===== config.mk =====
export PLATFORM = sky130hd
export DESIGN_NAME = control_unit
export DESIGN_NICKNAME = d
export VERILOG_FILES = /design/src/rtl/cpu_ctrl_pkg.sv /design/src/rtl/ctrl_step_decode.sv /design/src/rtl/control_unit.sv
export SDC_FILE = /design/constraint.sdc
export NUM_CORES = 1
export LEC_CHECK = 0
export CORE_ASPECT_RATIO = 1.4
export CORE_MARGIN = 3
export CORE_UTILIZATION = 40
export CTS_CLUSTER_DIAMETER = 40
export DETAILED_ROUTE_END_ITERATION = 8
export PLACE_DENSITY = 0.94
export SLEW_MARGIN = 10
export SYNTH_ARGS = -nofsm -noshare
export SYNTH_HDL_FRONTEND = slang
export SYNTH_SLANG_ARGS = --single-unit

===== constraint.sdc =====
create_clock -name clk -period 4.5 [get_ports clk]
set_clock_uncertainty 0.1 [all_clocks]
set_input_delay 0.9 -clock clk [delete_from_list [all_inputs] [get_ports clk]]
set_output_delay 0.9 -clock clk [all_outputs]
set_load 0.01 [all_outputs]

===== src/rtl/cpu_ctrl_pkg.sv =====
// cpu_ctrl_pkg
// Shared definitions for the hardwired control unit:
//   - opcode constants (IR[31:27])
//   - ALU operation codes driven on the datapath 'control' bus
//   - step-sequencer state encoding
//   - MDR source select encodings
//   - the packed strobe bundle passed from the step decoder to the top
package cpu_ctrl_pkg;

    localparam int OP_W  = 5;
    localparam int ALU_W = 4;

    // Opcodes
    localparam logic [OP_W-1:0] OP_LD   = 5'd0;
    localparam logic [OP_W-1:0] OP_LDI  = 5'd1;
    localparam logic [OP_W-1:0] OP_ST   = 5'd2;
    localparam logic [OP_W-1:0] OP_ADD  = 5'd3;
    localparam logic [OP_W-1:0] OP_SUB  = 5'd4;
    localparam logic [OP_W-1:0] OP_AND  = 5'd5;
    localparam logic [OP_W-1:0] OP_OR   = 5'd6;
    localparam logic [OP_W-1:0] OP_SHR  = 5'd7;
    localparam logic [OP_W-1:0] OP_SHL  = 5'd8;
    localparam logic [OP_W-1:0] OP_ROR  = 5'd9;
    localparam logic [OP_W-1:0] OP_ROL  = 5'd10;
    localparam logic [OP_W-1:0] OP_ADDI = 5'd11;
    localparam logic [OP_W-1:0] OP_ANDI = 5'd12;
    localparam logic [OP_W-1:0] OP_ORI  = 5'd13;
    localparam logic [OP_W-1:0] OP_MUL  = 5'd14;
    localparam logic [OP_W-1:0] OP_DIV  = 5'd15;
    localparam logic [OP_W-1:0] OP_NEG  = 5'd16;
    localparam logic [OP_W-1:0] OP_NOT  = 5'd17;
    localparam logic [OP_W-1:0] OP_BR   = 5'd18;
    localparam logic [OP_W-1:0] OP_JR   = 5'd19;
    localparam logic [OP_W-1:0] OP_JAL  = 5'd20;
    localparam logic [OP_W-1:0] OP_IN   = 5'd21;
    localparam logic [OP_W-1:0] OP_OUT  = 5'd22;
    localparam logic [OP_W-1:0] OP_MFHI = 5'd23;
    localparam logic [OP_W-1:0] OP_MFLO = 5'd24;
    localparam logic [OP_W-1:0] OP_NOP  = 5'd25;
    localparam logic [OP_W-1:0] OP_HALT = 5'd26;

    // ALU operation codes (12..15 reserved)
    localparam logic [ALU_W-1:0] ALU_ADD = 4'd0;
    localparam logic [ALU_W-1:0] ALU_SUB = 4'd1;
    localparam logic [ALU_W-1:0] ALU_AND = 4'd2;
    localparam logic [ALU_W-1:0] ALU_OR  = 4'd3;
    localparam logic [ALU_W-1:0] ALU_SHR = 4'd4;
    localparam logic [ALU_W-1:0] ALU_SHL = 4'd5;
    localparam logic [ALU_W-1:0] ALU_ROR = 4'd6;
    localparam logic [ALU_W-1:0] ALU_ROL = 4'd7;
    localparam logic [ALU_W-1:0] ALU_MUL = 4'd8;
    localparam logic [ALU_W-1:0] ALU_DIV = 4'd9;
    localparam logic [ALU_W-1:0] ALU_NEG = 4'd10;
    localparam logic [ALU_W-1:0] ALU_NOT = 4'd11;

    // MDR source select
    localparam logic [1:0] MDR_BUS = 2'b00;
    localparam logic [1:0] MDR_MEM = 2'b01;
    localparam logic [1:0] MDR_IMM = 2'b10;

    typedef enum logic [3:0] {
        S_RESET = 4'd0,
        S_T0    = 4'd1,
        S_T1    = 4'd2,
        S_T2    = 4'd3,
        S_T3    = 4'd4,
        S_T4    = 4'd5,
        S_T5    = 4'd6,
        S_T6    = 4'd7,
        S_T7    = 4'd8,
        S_HALT  = 4'd9
    } ctrl_state_t;

    typedef struct packed {
        logic             pc_out;
        logic             pc_in;
        logic             inc_pc;
        logic             mar_in;
        logic             mdr_in;
        logic             mdr_out;
        logic             rd;
        logic             wr;
        logic             ir_in;
        logic             y_in;
        logic             zlo_in;
        logic             zhi_in;
        logic             zlo_out;
        logic             zhi_out;
        logic             hi_in;
        logic             hi_out;
        logic             lo_in;
        logic             lo_out;
        logic             inport_out;
        logic             outport_in;
        logic             c_out;
        logic             ba_out;
        logic             con_in;
        logic             r_in;
        logic             r_out;
        logic             gra;
        logic             grb;
        logic             grc;
        logic [1:0]       mdr_read;
        logic [ALU_W-1:0] control;
    } ctrl_strb_t;

    // ALU code used by the compute step of arithmetic/logic opcodes.
    function automatic logic [ALU_W-1:0] alu_code(input logic [OP_W-1:0] op);
        case (op)
            OP_SUB:          alu_code = ALU_SUB;
            OP_AND, OP_ANDI: alu_code = ALU_AND;
            OP_OR,  OP_ORI:  alu_code = ALU_OR;
            OP_SHR:          alu_code = ALU_SHR;
            OP_SHL:          alu_code = ALU_SHL;
            OP_ROR:          alu_code = ALU_ROR;
            OP_ROL:          alu_code = ALU_ROL;
            OP_MUL:          alu_code = ALU_MUL;
            OP_DIV:          alu_code = ALU_DIV;
            OP_NEG:          alu_code = ALU_NEG;
            OP_NOT:          alu_code = ALU_NOT;
            default:         alu_code = ALU_ADD;
        endcase
    endfunction

    // Opcodes 0..24 have execute steps; nop, halt and undefined codes end at T2.
    function automatic logic has_exec(input logic [OP_W-1:0] op);
        has_exec = (op <= OP_MFLO);
    endfunction

endpackage


===== src/rtl/ctrl_step_decode.sv =====
// ctrl_step_decode
// Purely combinational Moore decode of the current step and opcode into the
// full datapath strobe bundle, plus a flag marking the opcode's final step.
//   state_i  : current sequencer state
//   opcode_i : IR[31:27]
//   con_ff_i : branch condition flag (only gates PCin in the branch T6 step)
//   strb_o   : strobe bundle; all-zero / ADD / MDR_BUS unless the step sets it
//   last_o   : 1 when this step completes the instruction
module ctrl_step_decode
    import cpu_ctrl_pkg::*;
(
    input  ctrl_state_t     state_i,
    input  logic [OP_W-1:0] opcode_i,
    input  logic            con_ff_i,
    output ctrl_strb_t      strb_o,
    output logic            last_o
);

    logic is_imm;
    assign is_imm = (opcode_i == OP_ADDI) || (opcode_i == OP_ANDI) || (opcode_i == OP_ORI);

    always_comb begin
        strb_o = '0;
        last_o = 1'b0;
        case (state_i)
            S_T0: begin
                strb_o.pc_out = 1'b1; strb_o.mar_in = 1'b1;
                strb_o.inc_pc = 1'b1; strb_o.zlo_in = 1'b1;
            end
            S_T1: begin
                strb_o.zlo_out = 1'b1; strb_o.pc_in  = 1'b1;
                strb_o.rd      = 1'b1; strb_o.mdr_in = 1'b1;
                strb_o.mdr_read = MDR_MEM;
            end
            S_T2: begin
                strb_o.mdr_out = 1'b1; strb_o.ir_in = 1'b1;
                last_o = !has_exec(opcode_i);
            end
            default: begin
                // Execute steps; RESET/HALT fall through every inner case untouched.
                case (opcode_i)
                    OP_ADD, OP_SUB, OP_AND, OP_OR, OP_SHR, OP_SHL, OP_ROR, OP_ROL,
                    OP_ADDI, OP_ANDI, OP_ORI: begin
                        case (state_i)
                            S_T3: begin strb_o.grb = 1'b1; strb_o.r_out = 1'b1; strb_o.y_in = 1'b1; end
                            S_T4: begin
                                // Immediates take operand B from the C field instead of Rc.
                                if (is_imm) strb_o.c_out = 1'b1;
                                else begin strb_o.grc = 1'b1; strb_o.r_out = 1'b1; end
                                strb_o.zlo_in  = 1'b1;
                                strb_o.control = alu_code(opcode_i);
                            end
                            S_T5: begin
                                strb_o.zlo_out = 1'b1; strb_o.gra = 1'b1; strb_o.r_in = 1'b1;
                                last_o = 1'b1;
                            end
                            default: ;
                        endcase
                    end
                    OP_NEG, OP_NOT: begin
                        case (state_i)
                            S_T3: begin
                                strb_o.grb = 1'b1; strb_o.r_out = 1'b1; strb_o.zlo_in = 1'b1;
                                strb_o.control = alu_code(opcode_i);
                            end
                            S_T4: begin
                                strb_o.zlo_out = 1'b1; strb_o.gra = 1'b1; strb_o.r_in = 1'b1;
                                last_o = 1'b1;
                            end
                            default: ;
                        endcase
                    end
                    OP_MUL, OP_DIV: begin
                        case (state_i)
                            S_T3: begin strb_o.gra = 1'b1; strb_o.r_out = 1'b1; strb_o.y_in = 1'b1; end
                            S_T4: begin
                                strb_o.grb = 1'b1; strb_o.r_out = 1'b1;
                                strb_o.zlo_in = 1'b1; strb_o.zhi_in = 1'b1;
                                strb_o.control = alu_code(opcode_i);
                            end
                            S_T5: begin strb_o.zlo_out = 1'b1; strb_o.lo_in = 1'b1; end
                            S_T6: begin
                                strb_o.zhi_out = 1'b1; strb_o.hi_in = 1'b1;
                                last_o = 1'b1;
                            end
                            default: ;
                        endcase
                    end
                    OP_LD, OP_LDI, OP_ST: begin
                        // Shared effective-address computation: Rb (or 0 via BAout) + C.
                        case (state_i)
                            S_T3: begin strb_o.grb = 1'b1; strb_o.ba_out = 1'b1; strb_o.y_in = 1'b1; end
                            S_T4: begin strb_o.c_out = 1'b1; strb_o.zlo_in = 1'b1; end
                            S_T5: begin
                                strb_o.zlo_out = 1'b1;
                                if (opcode_i == OP_LDI) begin
                                    strb_o.gra = 1'b1; strb_o.r_in = 1'b1;
                                    last_o = 1'b1;
                                end else begin
                                    strb_o.mar_in = 1'b1;
                                end
                            end
                            S_T6: begin
                                if (opcode_i == OP_LD) begin
                                    strb_o.rd = 1'b1; strb_o.mdr_in = 1'b1;
                                    strb_o.mdr_read = MDR_MEM;
                                end else if (opcode_i == OP_ST) begin
                                    strb_o.gra = 1'b1; strb_o.r_out = 1'b1; strb_o.mdr_in = 1'b1;
                                    strb_o.mdr_read = MDR_BUS;
                                end
                            end
                            S_T7: begin
                                if (opcode_i == OP_LD) begin
                                    strb_o.mdr_out = 1'b1; strb_o.gra = 1'b1; strb_o.r_in = 1'b1;
                                    last_o = 1'b1;
                                end else if (opcode_i == OP_ST) begin
                                    strb_o.wr = 1'b1;
                                    last_o = 1'b1;
                                end
                            end
                            default: ;
                        endcase
                    end
                    OP_BR: begin
                        case (state_i)
                            S_T3: begin strb_o.gra = 1'b1; strb_o.r_out = 1'b1; strb_o.con_in = 1'b1; end
                            S_T4: begin strb_o.pc_out = 1'b1; strb_o.y_in = 1'b1; end
                            S_T5: begin strb_o.c_out = 1'b1; strb_o.zlo_in = 1'b1; end
                            S_T6: begin
                                // Target is always computed; PC only takes it when taken.
                                strb_o.zlo_out = 1'b1;
                                strb_o.pc_in   = con_ff_i;
                                last_o = 1'b1;
                            end
                            default: ;
                        endcase
                    end
                    OP_JR: begin
                        if (state_i == S_T3) begin
                            strb_o.gra = 1'b1; strb_o.r_out = 1'b1; strb_o.pc_in = 1'b1;
                            last_o = 1'b1;
                        end
                    end
                    OP_JAL: begin
                        // Link register is selected through the Rb field (encodes R15).
                        case (state_i)
                            S_T3: begin strb_o.pc_out = 1'b1; strb_o.grb = 1'b1; strb_o.r_in = 1'b1; end
                            S_T4: begin
                                strb_o.gra = 1'b1; strb_o.r_out = 1'b1; strb_o.pc_in = 1'b1;
                                last_o = 1'b1;
                            end
                            default: ;
                        endcase
                    end
                    OP_IN, OP_OUT, OP_MFHI, OP_MFLO: begin
                        if (state_i == S_T3) begin
                            strb_o.gra = 1'b1;
                            case (opcode_i)
                                OP_IN:   begin strb_o.inport_out = 1'b1; strb_o.r_in = 1'b1; end
                                OP_OUT:  begin strb_o.r_out = 1'b1; strb_o.outport_in = 1'b1; end
                                OP_MFHI: begin strb_o.hi_out = 1'b1; strb_o.r_in = 1'b1; end
                                default: begin strb_o.lo_out = 1'b1; strb_o.r_in = 1'b1; end
                            endcase
                            last_o = 1'b1;
                        end
                    end
                    default: ;
                endcase
            end
        endcase
    end

endmodule


===== src/rtl/control_unit.sv =====
// control_unit
// Hardwired Moore step sequencer for the single-bus datapath. Fetch runs
// T0..T2, execute runs T3..T7 depending on the opcode. The state advances on
// the falling edge of clk so every strobe is settled at the datapath's
// rising edge.
//   clk, reset  : falling-edge clock, synchronous active-high reset
//   stop        : halt at the next instruction boundary
//   IR          : instruction register; only IR[31:27] is decoded
//   CON_FF      : branch condition flag
//   strobes     : PC/MAR/MDR/IR/Y/Z/HI/LO/port/register-select enables
//   mdr_read    : MDR source select, control : ALU op code
//   run         : executing (not RESET/HALT), clear : in RESET
module control_unit
    import cpu_ctrl_pkg::*;
#(
    parameter int OPW  = 5,
    parameter int ALUW = 4
) (
    input  logic            clk,
    input  logic            reset,
    input  logic            stop,
    input  logic [31:0]     IR,
    input  logic            CON_FF,
    output logic            PCout,
    output logic            PCin,
    output logic            IncPc,
    output logic            MARin,
    output logic            MDRin,
    output logic            MDRout,
    output logic            read,
    output logic            write,
    output logic            IRin,
    output logic            Yin,
    output logic            Zlowin,
    output logic            Zhighin,
    output logic            Zlowout,
    output logic            Zhighout,
    output logic            HIin,
    output logic            HIout,
    output logic            LOin,
    output logic            LOout,
    output logic            InPortout,
    output logic            OutPortin,
    output logic            Cout,
    output logic            BAout,
    output logic            CONin,
    output logic            Rin,
    output logic            Rout,
    output logic            GRA,
    output logic            GRB,
    output logic            GRC,
    output logic [1:0]      mdr_read,
    output logic [ALUW-1:0] control,
    output logic            run,
    output logic            clear
);

    ctrl_state_t     state_q, state_d;
    logic [OP_W-1:0] opcode;
    ctrl_strb_t      strb;
    logic            last;
    logic            unused_ir;

    assign opcode    = OP_W'(IR[31 -: OPW]);
    assign unused_ir = ^IR[31-OPW:0];

    ctrl_step_decode u_dec (
        .state_i  (state_q),
        .opcode_i (opcode),
        .con_ff_i (CON_FF),
        .strb_o   (strb),
        .last_o   (last)
    );

    always_ff @(negedge clk) begin
        if (reset) state_q <= S_RESET;
        else       state_q <= state_d;
    end

    always_comb begin
        state_d = state_q;
        case (state_q)
            S_RESET: state_d = S_T0;
            S_HALT:  state_d = S_HALT;
            S_T0, S_T1, S_T2, S_T3, S_T4, S_T5, S_T6, S_T7: begin
                // stop is only honoured at an instruction boundary.
                if (last)
                    state_d = (stop || (state_q == S_T2 && opcode == OP_HALT)) ? S_HALT : S_T0;
                else
                    state_d = ctrl_state_t'(state_q + 4'd1);
            end
            default: state_d = S_RESET;
        endcase
    end

    assign run   = (state_q != S_RESET) && (state_q != S_HALT);
    assign clear = (state_q == S_RESET);

    assign PCout     = strb.pc_out;
    assign PCin      = strb.pc_in;
    assign IncPc     = strb.inc_pc;
    assign MARin     = strb.mar_in;
    assign MDRin     = strb.mdr_in;
    assign MDRout    = strb.mdr_out;
    assign read      = strb.rd;
    assign write     = strb.wr;
    assign IRin      = strb.ir_in;
    assign Yin       = strb.y_in;
    assign Zlowin    = strb.zlo_in;
    assign Zhighin   = strb.zhi_in;
    assign Zlowout   = strb.zlo_out;
    assign Zhighout  = strb.zhi_out;
    assign HIin      = strb.hi_in;
    assign HIout     = strb.hi_out;
    assign LOin      = strb.lo_in;
    assign LOout     = strb.lo_out;
    assign InPortout = strb.inport_out;
    assign OutPortin = strb.outport_in;
    assign Cout      = strb.c_out;
    assign BAout     = strb.ba_out;
    assign CONin     = strb.con_in;
    assign Rin       = strb.r_in;
    assign Rout      = strb.r_out;
    assign GRA       = strb.gra;
    assign GRB       = strb.grb;
    assign GRC       = strb.grc;
    assign mdr_read  = strb.mdr_read;
    assign control   = ALUW'(strb.control);

endmodule


==> metrics.md, run 1 <==
| Metric | Value |
|---|---|
| Die Span X | `51.5 um` |
| Seq cells post-synth | `4` |
| Max Buffers Root-to-Sink | `2` |
| Synth Area per Inst | `6.41 sq um` |
| Post-detail-place hpwl | `4310 um` |
| Syn Std Cell Area | `1160 sq um` |
| Pin count of the biggest net entering global routing | `14` |
| Overall global routing resource usage | `88.8%` |
| Netlist cell types | `50` |
| Grt repair worst endpoint | `Rout` |
| TritonCTS sink count | `4` |
| Die Height | `69.7 um` |
| Number of synthesized flops with an enable pin | `0` |
| Outcome | `stopped before the end` |
| Top Ports | `72` |
| GPL Wtd Cong | `1.01` |
| Ys flop type | `dfxtp_1` |
| Number of port buffers | `43` |
| FFs w/ async S/R, synth | `0%` |
| CTS buffer count | `3` |
| H-tree depth | `1` |
| Site row count | `22` |
| Worst EP kind | `top-level output` |
| Initial Util | `43.0%` |
| First Err | `[ERROR GRT-0232] Routing congestion too high. Check the congestion heatmap in the GUI.` |
| Syn nets | `227` |
| YS warnings | `0` |
| Synth Instances | `181` |
| Root buffer cell | `clkbuf_4` |
| DP Worst Slack | `-1.04 ns` |
| Last stage reached | `global routing` |
| GR Overflow Total | `199` |
| Post-synthesis sequential area ratio | `6.90%` |
## what timing repair did
| action | CTS |
|---|---|
| buffers inserted | 13 |
| hold buffers | 0 |
| setup endpoints to repair | 39 |
| resized for setup | 211 |
| pin swaps | 26 |
## routing by layer
metal  GRT overflow  GRT usage, %
met5              0             0
met2            126           109
met4             72           103
met1              1          85.3
met3              0          65.2
## cells by family after synthesis
group	Yosys count	synth area share, %
and+or+nand+nor	93	43.9
AOI/OAI and AO/OA	44	25.1
buffers and inverters	25	9.71
adders and majority gates	10	10.8
DFF	4	6.90
xor gates and xnor gates	2	1.51
muxes	2	1.73
other	1	0.323
## per-stage QoR
stage,cell area (sq um),instances,hold WS (ns),TNS (ns)
floorplan,1340,181,0.392,-1.50
global placement,2200,310,0.468,-18.64
detailed placement,2200,310,0.472,-20.33
CTS,2430,329,0.593,-12.65
## synthesized netlist by cell type, drive strengths merged (2+ instances only)
library cell / count / area, sq um
a21o: 3 / 22.5
a21oi: 8 / 40.0
a31oi: 5 / 31.3
and2: 2 / 12.5
and3: 2 / 12.5
and3b: 2 / 17.5
and4: 2 / 17.5
and4b: 2 / 20.0
buf: 9 / 52.6
clkbuf: 6 / 22.5
dfxtp: 4 / 80.1
ha: 10 / 125
inv: 10 / 37.5
mux2i: 2 / 20.0
nand2: 17 / 63.8
nand2b: 4 / 25.0
nand3: 5 / 25.0
nand3b: 6 / 45.0
nor2: 29 / 109
nor2b: 5 / 31.3
nor3: 6 / 30.0
nor3b: 3 / 22.5
o21ai: 10 / 50.1
o22ai: 3 / 18.8
o2bb2ai: 2 / 17.5
or2: 2 / 12.5
or3: 2 / 12.5
xor2: 2 / 17.5
==> run 2: changes to the inputs <==
Settings changed: CORE_AREA from default to 3 3 64 66, CORE_ASPECT_RATIO 1.4 to default, CORE_MARGIN 3 to default, CORE_UTILIZATION 40 to default, CTS_CLUSTER_DIAMETER 40 to default, DIE_AREA from default to 0 0 67 69, PLACE_DENSITY 0.94 to default, PLACE_DENSITY_LB_ADDON from default to 0.15.
==> run 2 against run 1 <==
The flow now finishes, with violations (setup timing). Synthesized area is the same. Synthesized cell count did not move.
==> metrics.md, run 2 <==
| Metric | Value |
|---|---|
| Outcome | `finished with violations` |
| Failing checks | `setup timing` |
| Max Buffers Root-to-Sink | `2 (unchanged)` |
| Antenna violations before repair | `0` |
| First-pass GRT wire length | `9130 um` |
| GR Overflow Total | `0` |
| # DRC | `0` |
| Netlist cell types | `50 (unchanged)` |
| Via density | `5.44` |
| Via count | `1,935` |
| Critical Path Fanout Max | `4` |
| Post-detail-place hpwl | `4020 um (-6.6%)` |
| Most flops, register | `state_q` |
| Antenna cell count | `0` |
| Crit path DAT | `4.16 ns` |
| First DRT Iteration DRCs | `158` |
| Seq cells post-synth | `4 (unchanged)` |
| Most frequent cells in the layout | `buf_4, buf_6, buf_2` |
| Final core utilization | `76.7%` |
| CTS tree | `built` |
| Area growth syn-to-layout | `140%` |
| RSZ-0062 raised after global routing | `true` |
| GPL Wtd Cong | `0.946 (-6.0%)` |
| Top Ports | `72 (unchanged)` |
| Final wirelength | `6260 um` |
| Count leader, synth | `nor2_1` |
| Initial Util | `31.9% (-11 points)` |
| Type of the worst setup path | `reg -> out` |
| Top-area cell type share of the netlist area | `10.8% (unchanged)` |
| Hold_ws | `0.624 ns` |
| Post-synth top cells | `nor2_1, nand2_1, ha_1, inv_1, a21oi_1` |
| Syn Std Cell Area | `1160 sq um (unchanged)` |
| Max reg flops | `4` |
| Clk pin slew, worst setup/hold paths | `0.05 ns` |
| Detail Route Antenna Nets | `0` |
| Seq pwr share | `8.1%` |
| Slew @ Worst Pin | `0.593 ns` |
| Max_slew headroom | `60.5%` |
| CTS buffer count | `3 (unchanged)` |
| Synth Instances | `181 (unchanged)` |
| Core area | `3630 sq um` |
| Maximum VDD drop | `0.181 mV` |
| Die Height | `69 um (-1.0%)` |
| P_sw | `0.314 mW` |
| Endpoints failing hold | `0` |
| YS warnings | `0 (unchanged)` |
| Die Span X | `67 um (+30%)` |
| H-tree depth | `1 (unchanged)` |
| MaxCap Viol Count | `0` |
| Fin. max-slew vios | `0` |
| Ys flop type | `dfxtp_1` |
| Combinational power share | `79.5%` |
| Final worst slack | `-0.655 ns` |
| Pwr Total | `0.740 mW` |
| Die Area | `4620 sq um` |
| FILL cells | `254` |
| TritonCTS sink count | `4 (unchanged)` |
| Hold Crit Class | `reg -> reg` |
| Setup crit start kind | `flip-flop` |
| Clock group share of total power | `12.4%` |
| Cts hold-fix bufs | `0 (unchanged)` |
| Post-DP Area | `2230 sq um (+1.6%)` |
| Number of port buffers | `43 (unchanged)` |
| Top cells by area, synth | `ha_1, nor2_1, dfxtp_1` |
| Overall global routing resource usage | `24.5%` |
| Most common cell after layout, fill and taps aside | `buf_4` |
| Yosys top cell by area | `ha_1` |
| Post-synthesis sequential area ratio | `6.90% (unchanged)` |
| Syn nets | `227 (unchanged)` |
| Sw frac | `42.4%` |
| Site row count | `22 (unchanged)` |
| Drt first pass iters | `4` |
| Final setup viols | `39` |
| Data required, critical path | `3.50 ns` |
| Worst skew pair latency | `0.30 ns` |
| Synth Area per Inst | `6.41 sq um (unchanged)` |
| Sum Neg Setup Slack | `-13.44 ns` |
| Vias in the first global route | `1,943` |
| CP Capture Type | `output pin` |
| Layout cells sized above 1 | `65.3%` |
| Post-route cell area | `2790 sq um` |
| Top Registers | `state_q x4` |
| Root buffer cell | `clkbuf_8` |
| Fin nets | `356` |
| FFs w/ async S/R, synth | `0% (unchanged)` |
| Pwr dens | `266 nW/um^2` |
| Leakage | `1.30 nW` |
| P_int | `0.426 mW` |
| Number of synthesized flops with an enable pin | `0 (unchanged)` |
| Pin count of the biggest net entering global routing | `10` |
| Avg WL per Cell | `17.6 um` |
-- run 2: cell counts after synthesis --
Identical to the previous run, type by type.
-- run 2: cell type report --
cell class / count / area (sq um) / area share (%)
inverter: 9 / 63.8 / 2.29
sequential: 4 / 95.1 / 3.41
multi-input combinational: 152 / 1400 / 50.4
clock inverter: 4 / 15.0 / 0.539
clock buffer: 3 / 41.3 / 1.48
tap: 48 / 60.1 / 2.16
timing repair buffer: 136 / 1110 / 39.7
-- run 2: metal layers --
metal	up-vias	track usage (%)	share of wire (%)
met3	15	2.61	7.4
li1	902	-	-
met1	918	31.4	41
met2	100	41.6	49
met5	-	0	0
met4	0	8.11	3.1
-- run 2: path summary, 6_finish.rpt --
check	from	end	slack, ns	depth (start not counted)
min reg2reg	state_q[0]$_SDFF_NP0_	state_q[1]$_SDFF_NP0_	0.62	3
min	state_q[0]$_SDFF_NP0_	state_q[1]$_SDFF_NP0_	0.62	3
max reg2reg	state_q[1]$_SDFF_NP0_	state_q[3]$_SDFF_NP0_	2.04	11
max	state_q[0]$_SDFF_NP0_	GRA	-0.66	9
-- run 2: through the flow --
stage,setup slack (ns),cells
after floorplan,-0.266,181
after global placement,-0.879,323
after detailed placement,-0.958,323
after CTS,-0.576,350
after global routing,-0.716,356
final,-0.655,356
-- run 2: worst max-delay path, cell delays in order (launching register included) --
cell and delay (ns):
dfxtp_4 0.35, buf_6 0.13, ha_4 0.15, nand3b_1 0.20
buf_4 0.17, o2bb2ai_4 0.07, buf_6 0.12, a21oi_4 0.14
nand3b_1 0.12, buf_2 0.15
-- run 2: cell families after synthesis --
kind of cell,Yosys count,share of synthesized area [%]
other,1,0.323
buffers and inverters,25,9.71
muxes,2,1.73
AOI/OAI and AO/OA,44,25.1
xor gates and xnor gates,2,1.51
and+or+nand+nor,93,43.9
DFF,4,6.90
adders and majority gates,10,10.8
-- run 2: power by group through the flow --
| stage | registers (mW) | logic (mW) | clock network, mW |
|---|---|---|---|
| after floorplan | 0.0566 | 0.209 | 0.00692 |
| after global placement | 0.0519 | 0.412 | 0.00692 |
| after detailed placement | 0.0530 | 0.421 | 0.00692 |
| after CTS | 0.0585 | 0.504 | 0.0951 |
| after global routing | 0.0611 | 0.631 | 0.100 |
| final | 0.0597 | 0.589 | 0.0920 |
-- run 2: what timing repair did --
item | 4_1_cts | 5_1_grt
gates resized for setup | 216 | 50
pin swaps | 29 | 22
setup buffers | 24 | 12
setup endpoints to repair | 39 | 39
Power figures use the tool's default switching activity.
